--- config.mk ---
export PLATFORM = sky130hd
export DESIGN_NAME = i2c_apb_master
export DESIGN_NICKNAME = d
export VERILOG_FILES = /design/src/rtl/i2c_apb_pkg.sv /design/src/rtl/i2c_apb_master.sv
export SDC_FILE = /design/constraint.sdc
export NUM_CORES = 1
export LEC_CHECK = 0
export CAP_MARGIN = 20
export CORE_MARGIN = 8
export CORE_UTILIZATION = 37
export DETAILED_ROUTE_END_ITERATION = 12
export GPL_TIMING_DRIVEN = 0
export PLACE_DENSITY_LB_ADDON = 0.15
export SLEW_MARGIN = 20
export SYNTH_ARGS = -nofsm -noshare
export SYNTH_HDL_FRONTEND = slang
export SYNTH_SLANG_ARGS = --single-unit
export TNS_END_PERCENT = 30
--- constraint.sdc ---
create_clock -name pclk_i -period 2 [get_ports pclk_i]
set_input_delay 0.6 -clock pclk_i [delete_from_list [all_inputs] [get_ports pclk_i]]
set_output_delay 0.6 -clock pclk_i [all_outputs]
set_load 0.03 [all_outputs]
--- src/rtl/i2c_apb_pkg.sv ---
// Shared definitions for the I2C APB requester, register block and benches.
package i2c_apb_pkg;

  // Requester FSM encoding
  typedef enum logic [1:0] {
    ST_IDLE   = 2'd0,
    ST_SETUP  = 2'd1,
    ST_ACCESS = 2'd2
  } apb_state_e;

  // I2C register block offsets
  localparam logic [7:0] REG_PRESC  = 8'h00;
  localparam logic [7:0] REG_CMD    = 8'h01;
  localparam logic [7:0] REG_TX     = 8'h02;
  localparam logic [7:0] REG_RX     = 8'h03;
  localparam logic [7:0] REG_ADDR   = 8'h04;
  localparam logic [7:0] REG_STATUS = 8'h05;

endpackage

--- src/rtl/i2c_apb_master.sv ---
// APB requester: one valid/ready command -> one SETUP+ACCESS transfer -> one
// response pulse. Supports back-to-back transfers and an ACCESS-phase timeout.
module i2c_apb_master
  import i2c_apb_pkg::*;
#(
  parameter int unsigned ADDR_W  = 32,
  parameter int unsigned DATA_W  = 32,
  parameter int unsigned TMO_CYC = 16
) (
  input  logic              pclk_i,
  input  logic              preset_n_i,
  input  logic              req_valid_i,
  output logic              req_ready_o,
  input  logic              req_write_i,
  input  logic [7:0]        req_addr_i,
  input  logic [DATA_W-1:0] req_wdata_i,
  output logic              rsp_valid_o,
  output logic [DATA_W-1:0] rsp_rdata_o,
  output logic              rsp_err_o,
  output logic              busy_o,
  output logic              psel_o,
  output logic              penable_o,
  output logic [ADDR_W-1:0] paddr_o,
  output logic              pwrite_o,
  output logic [DATA_W-1:0] pwdata_o,
  input  logic [DATA_W-1:0] prdata_i,
  input  logic              pready_i
);

  // Last ACCESS cycle index before the transfer is abandoned
  localparam logic [7:0] TMO_LAST = 8'(TMO_CYC - 1);

  apb_state_e        state_q, state_d;
  logic              psel_q, psel_d;
  logic              penable_q, penable_d;
  logic [ADDR_W-1:0] paddr_q, paddr_d;
  logic              pwrite_q, pwrite_d;
  logic [DATA_W-1:0] pwdata_q, pwdata_d;
  logic              rsp_valid_q, rsp_valid_d;
  logic              rsp_err_q, rsp_err_d;
  logic [DATA_W-1:0] rsp_rdata_q, rsp_rdata_d;
  logic [7:0]        tmo_q, tmo_d;

  logic              in_access;
  logic              tmo_hit;
  logic              xfer_done;

  assign in_access = (state_q == ST_ACCESS);
  assign tmo_hit   = in_access && !pready_i && (tmo_q == TMO_LAST);
  assign xfer_done = in_access && (pready_i || tmo_hit);

  // Ready in IDLE, and in the finishing ACCESS cycle so a new command can
  // chain straight into SETUP without an IDLE bubble.
  assign req_ready_o = (state_q == ST_IDLE) || xfer_done;

  // Next-state and registered-output computation
  always_comb begin
    state_d     = state_q;
    psel_d      = psel_q;
    penable_d   = penable_q;
    paddr_d     = paddr_q;
    pwrite_d    = pwrite_q;
    pwdata_d    = pwdata_q;
    rsp_valid_d = 1'b0;
    rsp_err_d   = rsp_err_q;
    rsp_rdata_d = rsp_rdata_q;
    tmo_d       = tmo_q;

    case (state_q)
      ST_IDLE: begin
        if (req_valid_i) begin
          paddr_d   = ADDR_W'(req_addr_i);
          pwdata_d  = req_wdata_i;
          pwrite_d  = req_write_i;
          psel_d    = 1'b1;
          penable_d = 1'b0;
          state_d   = ST_SETUP;
        end
      end
      ST_SETUP: begin
        penable_d = 1'b1;
        tmo_d     = '0;
        state_d   = ST_ACCESS;
      end
      ST_ACCESS: begin
        if (xfer_done) begin
          rsp_valid_d = 1'b1;
          rsp_err_d   = !pready_i;
          // Timed-out reads and all writes report zero data
          rsp_rdata_d = (pready_i && !pwrite_q) ? prdata_i : '0;
          penable_d   = 1'b0;
          tmo_d       = '0;
          if (req_valid_i) begin
            paddr_d  = ADDR_W'(req_addr_i);
            pwdata_d = req_wdata_i;
            pwrite_d = req_write_i;
            state_d  = ST_SETUP;
          end else begin
            psel_d  = 1'b0;
            state_d = ST_IDLE;
          end
        end else begin
          tmo_d = tmo_q + 8'd1;
        end
      end
      default: begin
        psel_d    = 1'b0;
        penable_d = 1'b0;
        tmo_d     = '0;
        state_d   = ST_IDLE;
      end
    endcase
  end

  // State and output registers; async reset aborts any transfer silently
  always_ff @(posedge pclk_i or negedge preset_n_i) begin
    if (!preset_n_i) begin
      state_q     <= ST_IDLE;
      psel_q      <= 1'b0;
      penable_q   <= 1'b0;
      paddr_q     <= '0;
      pwrite_q    <= 1'b0;
      pwdata_q    <= '0;
      rsp_valid_q <= 1'b0;
      rsp_err_q   <= 1'b0;
      rsp_rdata_q <= '0;
      tmo_q       <= '0;
    end else begin
      state_q     <= state_d;
      psel_q      <= psel_d;
      penable_q   <= penable_d;
      paddr_q     <= paddr_d;
      pwrite_q    <= pwrite_d;
      pwdata_q    <= pwdata_d;
      rsp_valid_q <= rsp_valid_d;
      rsp_err_q   <= rsp_err_d;
      rsp_rdata_q <= rsp_rdata_d;
      tmo_q       <= tmo_d;
    end
  end

  assign psel_o      = psel_q;
  assign penable_o   = penable_q;
  assign paddr_o     = paddr_q;
  assign pwrite_o    = pwrite_q;
  assign pwdata_o    = pwdata_q;
  assign rsp_valid_o = rsp_valid_q;
  assign rsp_err_o   = rsp_err_q;
  assign rsp_rdata_o = rsp_rdata_q;
  assign busy_o      = (state_q != ST_IDLE);

endmodule
==> results of run 1 <==
cell type report:
cell class,instances,area (um2)
timing repair buffer,172,1730
inverter,3,16.3
multi-input combinational,209,1370
tap,133,166
clock inverter,4,72.6
sequential,86,2150
clock buffer,11,131
buffer,41,315
fill,842,3770
worst max-delay path, cell delays in order:
cell	delay (ns)
sky130_fd_sc_hd__clkdlybuf4s50_1	0.51
sky130_fd_sc_hd__a21oi_4	0.16
sky130_fd_sc_hd__nand2b_4	0.18
sky130_fd_sc_hd__nand2_8	0.05
sky130_fd_sc_hd__buf_6	0.13
metrics by stage:
step / utilization / total power, mW / setup WS [ns] / TNS [ns]
after detailed placement: 0.572 / 5.12 / -1.10 / -25.36
after global routing: 0.613 / 6.58 / -0.309 / -1.36
after CTS: 0.594 / 6.27 / -0.325 / -0.344
after floorplan: - / 3.87 / -0.0566 / -0.0566
after global placement: 0.570 / 5.06 / -2.89 / -272.25
final: 0.613 / 6.24 / -0.242 / -0.257
flip-flops by register name, indices dropped and copies added (netlist names):
signal,count
rsp_rdata_o,32
state_q,2
psel_o,1
paddr_o,8
pwdata_o,32
pwrite_o,1
rsp_err_o,1
tmo_q,8
rsp_valid_o,1
worst max-delay path by stage:
stage	from	end	cells after the start
after floorplan	tmo_q[0]	req_ready_o	7
after global placement	preset_n_i	paddr_o[3]	1
after detailed placement	pready_i	req_ready_o	6
after CTS	tmo_q[7]	req_ready_o	6
after global routing	tmo_q[0]	req_ready_o	6
final	pready_i	req_ready_o	5
kinds of logic after synthesis:
logic type | Yosys count | synth area share
other | 1 | 0.00101
AO/OA/AOI/OAI | 84 | 0.130
multiplexers | 41 | 0.125
AND/OR/NAND/NOR | 59 | 0.0775
adder cells (fa/ha/maj) | 1 | 0.00339
flip-flops | 86 | 0.582
buffers and inverters | 46 | 0.0809
metal layers:
metal | share of wire | routed length (um) | up-vias | GRT usage
li1 | - | - | 1459 | -
met1 | 0.38 | 4190 | 1484 | 0.175
met2 | 0.51 | 5580 | 108 | 0.268
met3 | 0.085 | 923 | 14 | 0.0511
met4 | 0.018 | 194 | 0 | 0.0726
met5 | 0 | 0 | - | 0
cells in the final DEF, fill, tap and decap left out, types with 3 or more instances in the layout:
cell type                         instances
sky130_fd_sc_hd__a31oi_1                  3
sky130_fd_sc_hd__buf_12                   3
sky130_fd_sc_hd__buf_4                   39
sky130_fd_sc_hd__buf_6                    3
sky130_fd_sc_hd__clkbuf_1                 7
sky130_fd_sc_hd__clkbuf_2                 7
sky130_fd_sc_hd__clkbuf_8                 9
sky130_fd_sc_hd__clkdlybuf4s50_1         77
sky130_fd_sc_hd__conb_1                  24
sky130_fd_sc_hd__dfrtp_1                 84
sky130_fd_sc_hd__dlygate4sd2_1           49
sky130_fd_sc_hd__dlymetal6s2s_1          26
sky130_fd_sc_hd__mux2_2                  39
sky130_fd_sc_hd__nand2_1                 36
sky130_fd_sc_hd__nand3_1                  5
sky130_fd_sc_hd__o21ai_0                 65
what timing repair did:
action,4_1_cts,5_1_grt
gates cloned,0,1
setup endpoints to repair,92,89
setup buffers,8,8
pin swaps,4,5
gates resized for setup,67,50
power by group through the flow:
stage,combinational (mW),clock [mW],sequential (mW)
6_report,2.62,1.30,2.33
5_1_grt,2.80,1.40,2.39
4_1_cts,2.60,1.34,2.34
3_5_place_dp,2.74,0,2.38
3_3_place_gp,2.70,0,2.36
2_1_floorplan,0.687,0,3.18
==> results, run 1 <==
- Setup repair after global routing could not meet its margin everywhere.
- The minimum period implied by the final worst setup slack is 2.24 ns.
- The area enclosed by the die boundary is between 10000 and 15000 um2.
- The final net count is 600.
- The global route total overflow is 0.
- The path depth of the worst reg2reg path is 7.
- The synthesized area is around 3700 um2.
- The detailed router's first-iteration violation count is just under 80.
- Ranked by instance count, the synthesized netlist is headed by sky130_fd_sc_hd__dfrtp_1, sky130_fd_sc_hd__o21ai_0, sky130_fd_sc_hd__mux2_2, sky130_fd_sc_hd__nand2_1, sky130_fd_sc_hd__buf_4.
- The power density over the cells is about 1000 nW/um2.
- The final wirelength is ~11 mm.
- The endpoint identified for the worst register-to-register timing path is pwdata_o[18].
- At the later pin of the worst-skew pair, clock insertion delay measures roughly 0.35 ns.
- The H-tree level count is 3.
- The number of register bits inferred by synthesis is 86.
- Measured along the y axis, the die boundary spans ~120 um.
- The final worst-path setup slack is -0.242 ns.
- Entering global routing, the biggest net connects 50 pins.
- The critical path data required time is roughly 1.4 ns.
- The cell sitting at the root of the clock tree is a sky130_fd_sc_hd__clkbuf_8.
- The via density per instance is 4.65.
- The worst setup path is of the primary input to output pin kind.
- The run finished, with violations left.
- Buffers inserted during clock tree synthesis total 9.
- In this run the tool buffered the top-level ports with 155 buffer cells.
- The via count of the first global-routing pass was about 3200.
- For this run, design rule violations remaining after detail routing come to 0.
- 180 I/O pins were placed.
- The library cell occupying the most area in the post-synthesis netlist is sky130_fd_sc_hd__dfrtp_1.
- After clock tree synthesis, the clock-pin slew on the worst setup and hold paths is about 0.08 ns.
- The number of antenna repair diodes is 0.
- The mean cell area of the mapped netlist is roughly 12 um2.
- In the post-synthesis netlist, the biggest area contributors are sky130_fd_sc_hd__dfrtp_1, sky130_fd_sc_hd__mux2_2, sky130_fd_sc_hd__o21ai_0.
- The gate count of the mapped netlist is around 320.
- At the worst endpoint, the arrival time is 1.64 ns.
- For the pin with the worst max-slew slack, the measured transition is ~0.71 ns.
- The clock arrives with about 0.0063 ns of skew.
- The half-perimeter wire length of the detailed placement result is between 8 and 9 mm.
- In the final layout, the share of cells above drive strength 1 is 0.232.
- The post-route clock period utilization is 1.12.
- The path type of the worst min-delay path is primary input to async pin.
- The total count of hold-check failures in the final report is 0.
- The part of the total power dissipated in combinational logic is 0.419.
- The share of total power dissipated in the clock network is 0.208.
- From synthesis to final layout, the design area changed by 61.3%.
- Of the post-synthesis cell area, the dominant cell type holds 0.582.
- In the synthesized netlist the dominant register cell turns out to be sky130_fd_sc_hd__dfrtp_1.
- The worst setup path is launched from a primary input.
- The relative max-transition margin is 0.524.
- The number of placed instances, taps included, is 630.
- The initial antenna violation count is 0.
- The count of final max-slew check failures came to 0.
- The maximum fanout along the worst path is 5.
- The post-detailed-placement cell area is roughly 5600 um2.
- The startpoint of the most critical register-to-register path is tmo_q[4].
- Row generation in the floorplan step produced 36 rows.
- Max-cap violations in this run came to 0.
- The initial standard-cell utilization of the core is 0.380.
- The CTS tree is yes.
- The proportion of synthesized chip area in sequential cells is 0.582.
- The first global-routing pass estimated 16.4 mm of wire.
- The minimum hold slack is roughly 0.23 ns.
- Setup violations remaining at the end of the flow were counted as 3.
- The cell leakage power is around 3.0 nW.
- The checks that failed: setup timing.
- The Yosys warning count is 0.
- The total non-filler cell area in the finished layout is between 5000 and 6000 um2.
- The congestion estimate from routability-driven global placement came to 0.777.
- The worst setup path is captured at an output pin.
- The netlist uses 38 different library cells.
- The count of vias placed by the detailed router is 3065.
- The register-to-register path setup slack is -0.01 ns.
- The number of hold buffers added after CTS is 0.
- In this run the horizontal extent of the chip is approximately 120 um.
- The clock sink count is 86.
- Once detail routing completed, the nets flagged for antenna violations numbered 0.
- The proportion of power drawn by flip-flops and latches is 0.373.
- Derived from the worst setup path, the maximum achievable clock frequency is approximately 0.45 GHz.
- The floorplan step defined a core boundary enclosing 9730 um2.
- The count of flip-flops with a built-in enable after synthesis is 0.
- The power dissipated by switching net loads is between 2 and 2.5 mW.
- The worst IR drop on VDD is around 520 uV.
- The longest clock path from root to sink contains 2 buffers.
- The internal power is roughly 4 mW.
- The leading cell type by number of instances after synthesis is sky130_fd_sc_hd__dfrtp_1.
- Of the total power, the share spent switching nets is 0.376.
- After detailed routing, the average wire length per cell comes to approximately 17 um.
- The number of cells in the finished layout apart from fillers is around 660.
- The share of async-settable or async-resettable flops after synthesis is 1.00.
- Before antenna repair, the detailed router went through 5 iterations.
- The all-layer global routing usage is 0.157.
No activity file was read; power rests on OpenSTA's default activity.
==> run 2: changes to the inputs <==
PLACE_DENSITY_LB_ADDON = 0.12   (was 0.15)
==> results, run 2 (synthesis results as in run 1) <==
- The final setup TNS is -0.259 ns.
- The insertion delay of the later-clocked pin in the worst-skew pair is approximately 0.36 ns.
- In the finished design, the share of the clock period the worst path needs comes to 1.13.
- The relative max-transition margin is 0.585.
- After detailed routing, the number of vias per cell comes to approximately 4.7.
- Max-cap violations in this run came to 0.
- After layout, the minimum clock period comes to around 2.3 ns.
- The final worst-path setup slack is -0.259 ns.
- The top cell family by delay on the critical path is flip-flops.
- The repair_antennas step left the layout with diodes totalling 0.
- The minimum hold slack is between 0.15 and 0.2 ns.
- The die covers between 10000 and 15000 um2.
- The area growth from synthesis to layout is 57.9%.
- The die is 116 um wide.
- The cell count after placement is 630.
- The largest net degree at the start of global routing is 50.
- Across every metal layer, demand over resource in global routing totals 0.159.
- The average wire per standard cell is 16.5 um.
- Setup repair after global routing could not meet its margin everywhere.
- Across the routed clock network, the largest skew measured is 0.00737 ns.
- The maximum clock path buffer count is 2.
- Together, buffers and inverters on the worst path number 1.
- In the layout the commonest cells are sky130_fd_sc_hd__dfrtp_1, sky130_fd_sc_hd__dlygate4sd2_1, sky130_fd_sc_hd__clkdlybuf4s50_1.
- Prior to clock tree synthesis, the placed netlist has a worst setup slack of -1.10 ns.
- The CTS tree is yes.
- The count of vias placed by the detailed router is between 3000 and 4000.
- The slew at the pin closest to its max-slew limit is between 0.6 and 0.7 ns.
- STA classifies the critical path endpoint as an output pin.
- The half-perimeter wire length of the detailed placement result is roughly 7.9 mm.
- Along the worst path, the maximum fanout reaches 3.
- The detailed router finished its first iteration with around 100 violations.
- The worst IR drop on VDD is 450 uV.
- The critical path data required time is 1.40 ns.
- Power spread over the standard cell area amounts to roughly 1100 nW/um2.
- The total non-filler cell area in the finished layout is just under 6000 um2.
- The CTS buffer count is 9.
- The fraction of final layout cells sized beyond drive strength 1 is 0.222.
- After floorplanning, the core was sized to cover a little under 10000 um2.
- The clock-pin slew on the worst setup and hold paths is about 0.09 ns.
- The initial standard-cell utilization of the core is 0.380.
- The initial antenna violation count is 0.
- The arrival time at the worst endpoint is between 1.5 and 2 ns.
- The clock sink count is between 80 and 90.
- Based on the critical path, the design can be clocked at up to ~0.44 GHz.
- The finished layout holds approximately 660 standard cells, fillers aside.
- The DRC violations left is 0.
- The checks that failed: setup timing.
- In this run the clock root is driven by a sky130_fd_sc_hd__clkbuf_8.
- The H-tree was split into 3 levels.
- The net count of the finished layout is about 600.
- The post-detailed-placement cell area is ~5600 um2.
- The number of top-level pins is 180.
- The final estimated routing congestion in global placement is about 0.75.
- The cell type of the slowest stage on the worst timing path is sky130_fd_sc_hd__dfrtp_1.
- On the worst path, the slowest cell contributes a delay of between 0.4 and 0.5 ns.
- The most common cell after layout, fill and taps aside is sky130_fd_sc_hd__dfrtp_1.
- The via count of the first global-routing pass is approximately 3200.
- The run finished, with violations left.
- The path type of the worst min-delay path is primary input to async pin.
- Fill cells in the final layout number between 800 and 900.
- The final standard cell utilization of the core is 0.600.
- The floorplan step set the die height to roughly 120 um.
- The floorplan has 36 rows.
- The remaining antenna violation count after routing is 0.
- The type of the worst setup path is flop to output pin.
- The number of port buffers is approximately 160.
- In this run the static leakage power is approximately 2.7 nW.
- In this run the register-to-register setup slack is around 0.010 ns.
- The count of final max-slew check failures is 0.
- Walking the worst path, the cells encountered are ha_2 > and3_4 > a21oi_4 > nand2b_4 > nand2_8 > buf_6.
- The total count of hold-check failures in the final report is 0.
- The worst setup path is launched from a flop.
- The total setup violations reported at the end of the flow is 1.
- The total overflow left after global routing is 0.
- The routed design has ~11 mm of wire.
- Before antenna repair, the detailed router went through 4 iterations.
- The design draws ~6 mW.
- The wire length of the first global-routing pass is 16.5 mm.
==> run 2: cell types whose count changed in the layout (fill, tap and decap cells not counted), sizes merged <==
| cell | before | now |
|---|---|---|
| buf | 48 | 47 |
| bufinv | 2 | 1 |
| clkbuf | 24 | 23 |
| clkdlybuf4s50 | 77 | 75 |
| clkinv | 2 | 1 |
| clkinvlp | 1 | 3 |
| dlygate4sd2 | 49 | 77 |
| dlymetal6s2s | 26 | 0 |
| inv | 2 | 4 |
==> run 2: worst paths after layout <==
check                      cells past startpoint        endpoint         start
min reg2reg                                    1    pwdata_o[18]  pwdata_o[18]
min in group pclk_i                            1    pwdata_o[18]  pwdata_o[18]
max in group asynchronous                      2      paddr_o[3]    preset_n_i
max reg2reg                                    7     pwdata_o[4]      tmo_q[4]
min                                            1  rsp_rdata_o[5]    preset_n_i
max                                            6     req_ready_o      tmo_q[1]
==> run 2: final cells by class <==
cell class / count / area, um2 / area share
Buffer: 41 / 304 / 0.0521
Sequential cell: 86 / 2150 / 0.369
Timing Repair Buffer: 171 / 1620 / 0.278
Multi-Input combinational cell: 209 / 1370 / 0.235
Clock buffer: 10 / 138 / 0.0236
Tap cell: 133 / 166 / 0.0285
Inverter: 3 / 13.8 / 0.00236
Clock inverter: 6 / 70.1 / 0.0120
==> run 2: repair_timing <==
action                                  CTS  global route
buffers inserted                         10             5
pin swaps                                 4             5
cloned                                    0             1
resized for setup                        95             9
endpoints found under the hold margin     0             0
hold buffers                              0             0
endpoints found under the setup margin  119            37
==> run 2: routing by layer <==
metal / global-route usage / wire length, um
met5: 0 / 0
met4: 0.0752 / 220
met3: 0.0578 / 1040
met2: 0.260 / 5240
met1: 0.183 / 4350
==> run 2: worst register-to-register path: stages (launching register included) <==
cell and delay [ns]:
sky130_fd_sc_hd__dfrtp_2 0.44, sky130_fd_sc_hd__nor4_4 0.36, sky130_fd_sc_hd__a21oi_4 0.09, sky130_fd_sc_hd__buf_4 0.18
sky130_fd_sc_hd__a21oi_4 0.17, sky130_fd_sc_hd__buf_12 0.16, sky130_fd_sc_hd__buf_8 0.15, sky130_fd_sc_hd__mux2_2 0.34
==> run 2: report_power, final <==
| group | internal, mW | switching (mW) | total (mW) |
|---|---|---|---|
| clock | 0.618 | 0.675 | 1.29 |
| combinational | 0.953 | 1.55 | 2.51 |
| sequential | 2.14 | 0.188 | 2.33 |
| total | 3.71 | 2.42 | 6.13 |
